$ cat src/rtl/vga_timing_1024.sv
// vga_timing_1024: free-running raster timing generator, XGA 1024x768@60 by default.
// Latency: every output is a flop loaded from the next-state counters, so flags line up with hcount/vcount.
// Backpressure: none; the counters advance on every clock and never stall.
//
// Ports:
//   clk         pixel clock
//   rst         asynchronous reset, active low
//   hcount      pixel index within the line, 0..H_TOTAL-1
//   vcount      line index within the frame, 0..V_TOTAL-1
//   hblnk       high while hcount >= H_ACTIVE
//   vblnk       high while vcount >= V_ACTIVE
//   hsync       SYNC_POL inside the horizontal sync window, ~SYNC_POL elsewhere
//   vsync       SYNC_POL inside the vertical sync window (whole lines), ~SYNC_POL elsewhere
//   frame_start one-clock strobe at (0,0) after a full-frame wrap, never right after reset
module vga_timing_1024 #(
    parameter int   H_ACTIVE = 1024,
    parameter int   H_FP     = 24,
    parameter int   H_SYNC   = 136,
    parameter int   H_BP     = 160,
    parameter int   V_ACTIVE = 768,
    parameter int   V_FP     = 3,
    parameter int   V_SYNC   = 6,
    parameter int   V_BP     = 29,
    parameter logic SYNC_POL = 1'b0
) (
    input  logic        clk,
    input  logic        rst,
    output logic [10:0] hcount,
    output logic [10:0] vcount,
    output logic        hblnk,
    output logic        vblnk,
    output logic        hsync,
    output logic        vsync,
    output logic        frame_start
);

    localparam int H_TOTAL = H_ACTIVE + H_FP + H_SYNC + H_BP;
    localparam int V_TOTAL = V_ACTIVE + V_FP + V_SYNC + V_BP;

    // Both totals must fit the 11-bit counters.
    if (H_TOTAL > 2047 || V_TOTAL > 2047) begin : g_size_check
        $error("vga_timing_1024: H_TOTAL/V_TOTAL exceed 11-bit counter range");
    end

    localparam logic [10:0] H_LAST     = 11'(H_TOTAL - 1);
    localparam logic [10:0] V_LAST     = 11'(V_TOTAL - 1);
    localparam logic [10:0] H_BLNK_BEG = 11'(H_ACTIVE);
    localparam logic [10:0] V_BLNK_BEG = 11'(V_ACTIVE);
    localparam logic [10:0] HS_BEG     = 11'(H_ACTIVE + H_FP);
    localparam logic [10:0] HS_END     = 11'(H_ACTIVE + H_FP + H_SYNC);   // exclusive
    localparam logic [10:0] VS_BEG     = 11'(V_ACTIVE + V_FP);
    localparam logic [10:0] VS_END     = 11'(V_ACTIVE + V_FP + V_SYNC);   // exclusive

    logic        h_wrap;
    logic        v_wrap;
    logic [10:0] h_next;
    logic [10:0] v_next;

    always_comb begin
        h_wrap = (hcount == H_LAST);
        v_wrap = (vcount == V_LAST);
        h_next = h_wrap ? 11'd0 : hcount + 11'd1;
        v_next = vcount;
        if (h_wrap) begin
            v_next = v_wrap ? 11'd0 : vcount + 11'd1;
        end
    end

    // Flags are decoded from h_next/v_next so they land in the same cycle
    // as the counter value they describe.
    always_ff @(posedge clk or negedge rst) begin
        if (!rst) begin
            hcount      <= 11'd0;
            vcount      <= 11'd0;
            hblnk       <= 1'b0;
            vblnk       <= 1'b0;
            hsync       <= ~SYNC_POL;
            vsync       <= ~SYNC_POL;
            frame_start <= 1'b0;
        end else begin
            hcount      <= h_next;
            vcount      <= v_next;
            hblnk       <= (h_next >= H_BLNK_BEG);
            vblnk       <= (v_next >= V_BLNK_BEG);
            hsync       <= (h_next >= HS_BEG && h_next < HS_END) ? SYNC_POL : ~SYNC_POL;
            vsync       <= (v_next >= VS_BEG && v_next < VS_END) ? SYNC_POL : ~SYNC_POL;
            // Only a genuine wrap from the last pixel of the last line
            // produces the strobe; the reset (0,0) state does not.
            frame_start <= h_wrap && v_wrap;
        end
    end

endmodule
$ cat config.mk
export PLATFORM = sky130hd
export DESIGN_NAME = vga_timing_1024
export DESIGN_NICKNAME = d
export VERILOG_FILES = /design/src/rtl/vga_timing_1024.sv
export SDC_FILE = /design/constraint.sdc
export NUM_CORES = 1
export LEC_CHECK = 0
export ABC_CLOCK_PERIOD_IN_PS = 2800
export CAP_MARGIN = 20
export CORE_MARGIN = 5
export CORE_UTILIZATION = 30
export CTS_CLUSTER_DIAMETER = 200
export DETAILED_ROUTE_END_ITERATION = 10
export GPL_TIMING_DRIVEN = 1
export MAX_ROUTING_LAYER = met4
export PLACE_DENSITY = 0.5
export SKIP_CTS_REPAIR_TIMING = 1
export SYNTH_ARGS = -nofsm -noshare
export SYNTH_HDL_FRONTEND = slang
export SYNTH_SLANG_ARGS = --single-unit
$ cat constraint.sdc
create_clock -name clk -period 2.8 [get_ports clk]
set_clock_uncertainty 0.05 [all_clocks]
set_input_delay 0.7 -clock clk [delete_from_list [all_inputs] [get_ports clk]]
set_output_delay 0.7 -clock clk [all_outputs]
set_load 0.01 [all_outputs]
==> out/qor.yml, run 1 <==
clock_tree:
  cts_buffers: 3
  clock-sinks: 26
  cts_tree: "yes"
  insertion_delay_ps: 270
  clkTransAtPathRegs_ps: 90
  h-tree-depth: 1
  cts-root-buf: "clkbuf_8"
  clk_path_buf_depth: 2
worst_setup_path:
  worstPathArrival_ps: 2810
  r2r_end: "vsync"
  start_kind: "register"
  worstRegToRegCells: 7
  criticalPathCategory: "register to register"
  crit_path_end: "vsync"
  crit_start: "hcount[0]"
  worstReg2RegStart: "hcount[0]"
  cp-end-kind: "register"
  rrSetupSlack_ps: 120
  crit_required_ps: 2940
  critPathMaxFanout: 12
floorplan:
  core_mm2: 0.00469
  row_count: 25
  dieArea_mm2: 0.00632
  die_y_um: 79.5
  die_w_um: 79.5
  io_pins: 29
  initial_core_util_pct: 30.9
logic_synthesis:
  ys_warn_count: 0
  synthArstFlopShare_pct: 100
  synth_common_cells: "dfrtp_1, nand3_1, nor2_1"
  synth_edf_count: 0
  yosysTopAreaCell: "dfrtp_1"
  synth_seq_cells: 26
  syn_area_per_cell_um2: 10.1
  synthCells: 144
  synth_top_area_share_pct: 41.5
  synth-seq-area-share_pct: 45.1
  ys.flop_type: "dfrtp_1"
  synth_area_mm2: 0.00145
  synth_area_leaders: "dfrtp_1, xnor2_1, nand3_1"
  synth_cell_type_count: 41
  yosysMostFrequentCell: "dfrtp_1"
  syn_nets: 149
placement:
  globalplace.congestion: 0.816
  dp_hpwl_mm: 2.44
  post-place-cells: 222
  pre_cts_ws_ps: 150
  io_buffer_count: 28
layout:
  multi_input_area_um2: 717
  antennaDiodeCount: 0
  area_growth_pct: 25.6
  nFillCells: 490
  seq_area_um2: 653
  fin_cells: 226
  drive_above_1_share_pct: 10.5
  fin_nets: 178
min_path:
  worstHoldPathType: "register to register"
timing:
  setup_ws_ps: 123
  setup_tns_ps: 0
  period_minus_slack_ps: 2680
  finalSetupViolations: 0
  slew_viol_final: 0
  whs_ps: 455
  fin_crit_sh_pct: 95.6
  slew_headroom_pct: 72.9
  clock.fmax_mhz: 374
  rsz0062_at_grt: "no"
  tightest_slew_ps: 405
  final_hold_viol_count: 0
global_route:
  gr-total-overflow: 0
  grt_pass1_wl_mm: 5.63
  antenna_found_initial: 0
  grt_start_max_net_pins: 27
  track_usage_pct: 11.4
  first_global_vias: 1174
detailed_routing:
  routedLengthMet1_mm: 1.59
  routed.top_layer: "met4"
  routed_wl_mm: 3.34
  dr_total_vias: 1177
  drc_errors: 0
  first_pass_iters: 4
  via_per_inst: 5.21
  antenna_left: 0
  route.met2.wl_mm: 1.57
  drt_iter0_markers: 70
  wl_met3_um: 154
  drt-wirelength-per-cell_um: 14.8
power:
  seqPwrFrac_pct: 62.1
  p_per_area_mw_per_mm2: 332
  intPower_mw: 0.479
  ir_worst_vdd_mv: 0.138
  p_total_mw: 0.604
  p_comb_share_pct: 1.6
  clkPwrFrac_pct: 36.3
  swShare_pct: 20.7
  p_switching_mw: 0.125
  p_leak_nw: 0.781
job:
  drv_cap: 0
outcome:
  status: "finished, final reports clean"
[final cells by class]
class                           instances  share of cell area (%)
Clock buffer                            4                    2.48
Inverter                                1                   0.206
Multi-Input combinational cell        106                    39.4
Sequential cell                        26                    35.9
Tap cell                               54                    3.71
Timing Repair Buffer                   35                    18.3
[worst max-delay path: stages, from the launching register on]
cell     delay [ps]
dfrtp_1         410
ha_1            230
and4_4          250
and4_4          320
nand4_1         130
xnor2_1         170
or4_1           510
or4_1           510
[cell usage in the layout, fill, tap and decap left out, types with 4 or more instances in the layout]
cell type | netlist | final
mux2i_1 | 4 | 4
clkdlybuf4s50_1 | 0 | 28
nand3_1 | 11 | 11
o21ai_0 | 7 | 7
dfrtp_1 | 24 | 24
and3_1 | 4 | 4
a21o_1 | 4 | 4
nand2b_1 | 4 | 4
xnor2_1 | 8 | 8
nand4_1 | 5 | 5
buf_4 | 2 | 7
a21oi_1 | 6 | 6
nand2_1 | 10 | 10
nor2_1 | 11 | 11
[metal layers]
metal / global-route usage [%] / up-vias
li1: - / 569
met3: 1.69 / 4
met4: 3.61 / 0
met5: - / -
met1: 15.1 / 575
met2: 17.9 / 29
[how the worst min path moves through the flow]
stage	startpoint	end	cells past startpoint
5_1_grt	hcount[0]	hcount[0]	1
4_1_cts	hcount[0]	hcount[0]	1
3_3_place_gp	hcount[0]	hcount[0]	1
3_5_place_dp	hcount[0]	hcount[0]	1
2_1_floorplan	rst	frame_start	0
6_report	hcount[0]	hcount[0]	1
[power groups by stage]
stage,registers [mW],clock network [mW],logic (mW)
after floorplan,0.383,0,0.000000326
final,0.375,0.219,0.00977
after CTS,0.375,0.228,0.0105
after detailed placement,0.383,0,0.0105
after global placement,0.383,0,0.0103
after global routing,0.375,0.240,0.0119
[state kept, by name, summed over array words and instances, names as in the netlist]
| signal | count |
|---|---|
| frame_start | 1 |
| hblnk | 1 |
| vblnk | 1 |
| hcount | 10 |
| vsync | 1 |
| hsync | 1 |
| vcount | 11 |
[logic make-up after synthesis]
family | Yosys count | share of synthesized area [%]
DFF | 26 | 45.1
and+or+nand+nor | 62 | 25.4
muxes | 5 | 3.80
adders and majority gates | 3 | 2.59
xor gates and xnor gates | 11 | 6.65
buffers and inverters | 12 | 5.44
AOI/OAI and AO/OA | 25 | 11.1
[metrics by stage]
stage | util (%) | instance area, µm²
floorplan | - | 1450
global placement | 37.8 | 1770
detailed placement | 37.8 | 1770
CTS | 38.8 | 1820
global route | 38.8 | 1820
finish | 38.8 | 1820
Power figures use the tool's default switching activity.
==> run 2, diff against run 1 <==
- CORE_MARGIN: 5 -> 2
- TNS_END_PERCENT: unset -> 5
==> out/qor.yml, run 2 (synthesis gave the netlist of run 1 again) <==
outcome:
  status: "finished, final reports clean"
global_route:
  track_usage_pct: 13.2
  grt_pass1_wl_mm: 5.38
  grt_start_max_net_pins: 27
  first_global_vias: 1114
  antenna_found_initial: 0
  gr-total-overflow: 0
detailed_routing:
  first_pass_iters: 4
  antenna_left: 0
  dr_total_vias: 1144
  routed_wl_mm: 3.19
  drt_iter0_markers: 55
  drc_errors: 0
  drt-wirelength-per-cell_um: 14.2
  via_per_inst: 5.08
timing:
  slew_headroom_pct: 74.3
  fin_crit_sh_pct: 94.8
  setup_tns_ps: 0
  period_minus_slack_ps: 2650
  slew_viol_final: 0
  final_hold_viol_count: 0
  clock.fmax_mhz: 377
  finalSetupViolations: 0
  tightest_slew_ps: 384
  rsz0062_at_grt: "no"
clock_tree:
  cts_buffers: 3
  insertion_delay_ps: 270
  clkTransAtPathRegs_ps: 90
  clk_path_buf_depth: 2
  cts_tree: "yes"
  h-tree-depth: 1
  cts-root-buf: "clkbuf_8"
  clock-sinks: 26
min_path:
  hold_path.startpoint: "hcount[0]"
  hold_end: "hcount[0]"
  hold_depth: 1
  worstHoldPathType: "register to register"
floorplan:
  initial_core_util_pct: 30.9
  die_w_um: 73.5
  dieArea_mm2: 0.00540
  die_y_um: 73.5
  io_pins: 29
  row_count: 25
  core_mm2: 0.00469
worst_setup_path:
  path_depth: 7
  crit_required_ps: 2940
  cp_top_family: "simple AND/OR/NAND/NOR gates"
  worstReg2RegStart: "hcount[0]"
  worstPathArrival_ps: 2790
  start_kind: "register"
  crit_start: "hcount[0]"
  critPathMaxFanout: 12
  criticalPathCategory: "register to register"
  worstRegToRegCells: 7
  cp_slowest_cell: "or4_1"
  r2r_end: "vsync"
  cp-end-kind: "register"
  cp_num_buf_inv: 0
  slowest_delay_ps: 510
  cp_cell_sequence: "ha_1, and4_4, and4_4, nand4_1, xnor2_1, or4_1, or4_1"
  rrSetupSlack_ps: 150
layout:
  nFillCells: 476
  layout_common_cells: "clkdlybuf4s50_1, dfrtp_1, nor2_1, nand3_1, nand2_1"
  final_util_pct: 38.6
  fin_nets: 177
  antennaDiodeCount: 0
  layout_commonest_cell: "clkdlybuf4s50_1"
  area_growth_pct: 25.0
  largestRegisters: "vcount x11, hcount x10"
  largest_reg_flops: 11
  largest-register: "vcount"
  drive_above_1_share_pct: 9.94
power:
  ir_worst_vdd_mv: 0.132
  p_per_area_mw_per_mm2: 332
  p_leak_nw: 0.775
placement:
  dp_hpwl_mm: 2.34
  io_buffer_count: 28
  globalplace.congestion: 0.782
job:
  drv_cap: 0
## run 2: cell count changes in the layout (fill, tap and decap cells not counted)
cell	previous run	this run
buf_4	7	6
## run 2: worst max path at each step
stage | end | slack (ps)
global route | vsync | 6
global placement | vsync | 240
finish | vsync | 150
CTS | vsync | 130
detailed placement | vsync | 150
floorplan | vsync | 220
## run 2: worst reg2reg max path, delay by kind of cell, from the launching register on
family	cells	cell delay, ps
xor+xnor	1	170
flops	1	420
simple gates	5	1710
fa+ha+maj	1	220
## run 2: report_power, final
group	internal (mW)	total [mW]	leakage (nW)	switching, mW
sequential	0.375	0.375	0.342	0
combinational	0.00213	0.00935	0.410	0.00721
clock	0.102	0.217	0.0228	0.115
total	0.479	0.602	0.775	0.122
## run 2: layer usage
metal / share of wire (%) / global-route usage, % / wire [µm]
met2: 49 / 20.7 / 1550
met1: 46 / 16.9 / 1470
met4: 1.4 / 5.25 / 46
met3: 3.6 / 2.33 / 115
met5: 0 / - / 0
## run 2: through the flow
stage / power [mW] / area, µm² / hold slack, ps / worst slack [ps] / std cells
final: 0.602 / 1810 / 470 / 145 / 225
after floorplan: 0.383 / 1450 / 354 / 223 / 144
after CTS: 0.616 / 1800 / 480 / 126 / 224
after global routing: 0.634 / 1810 / 500 / 6.38 / 225
after global placement: 0.393 / 1760 / 429 / 243 / 220
after detailed placement: 0.393 / 1760 / 466 / 154 / 220
## run 2: layout make-up
type / instances / area [µm²] / share of cell area, %
clock buffer: 4 / 45.0 / 2.49
timing repair buffer: 34 / 325 / 18.0
inverter: 1 / 3.75 / 0.207
multi-input combinational: 106 / 717 / 39.6
sequential: 26 / 653 / 36.0
tap: 54 / 67.6 / 3.73
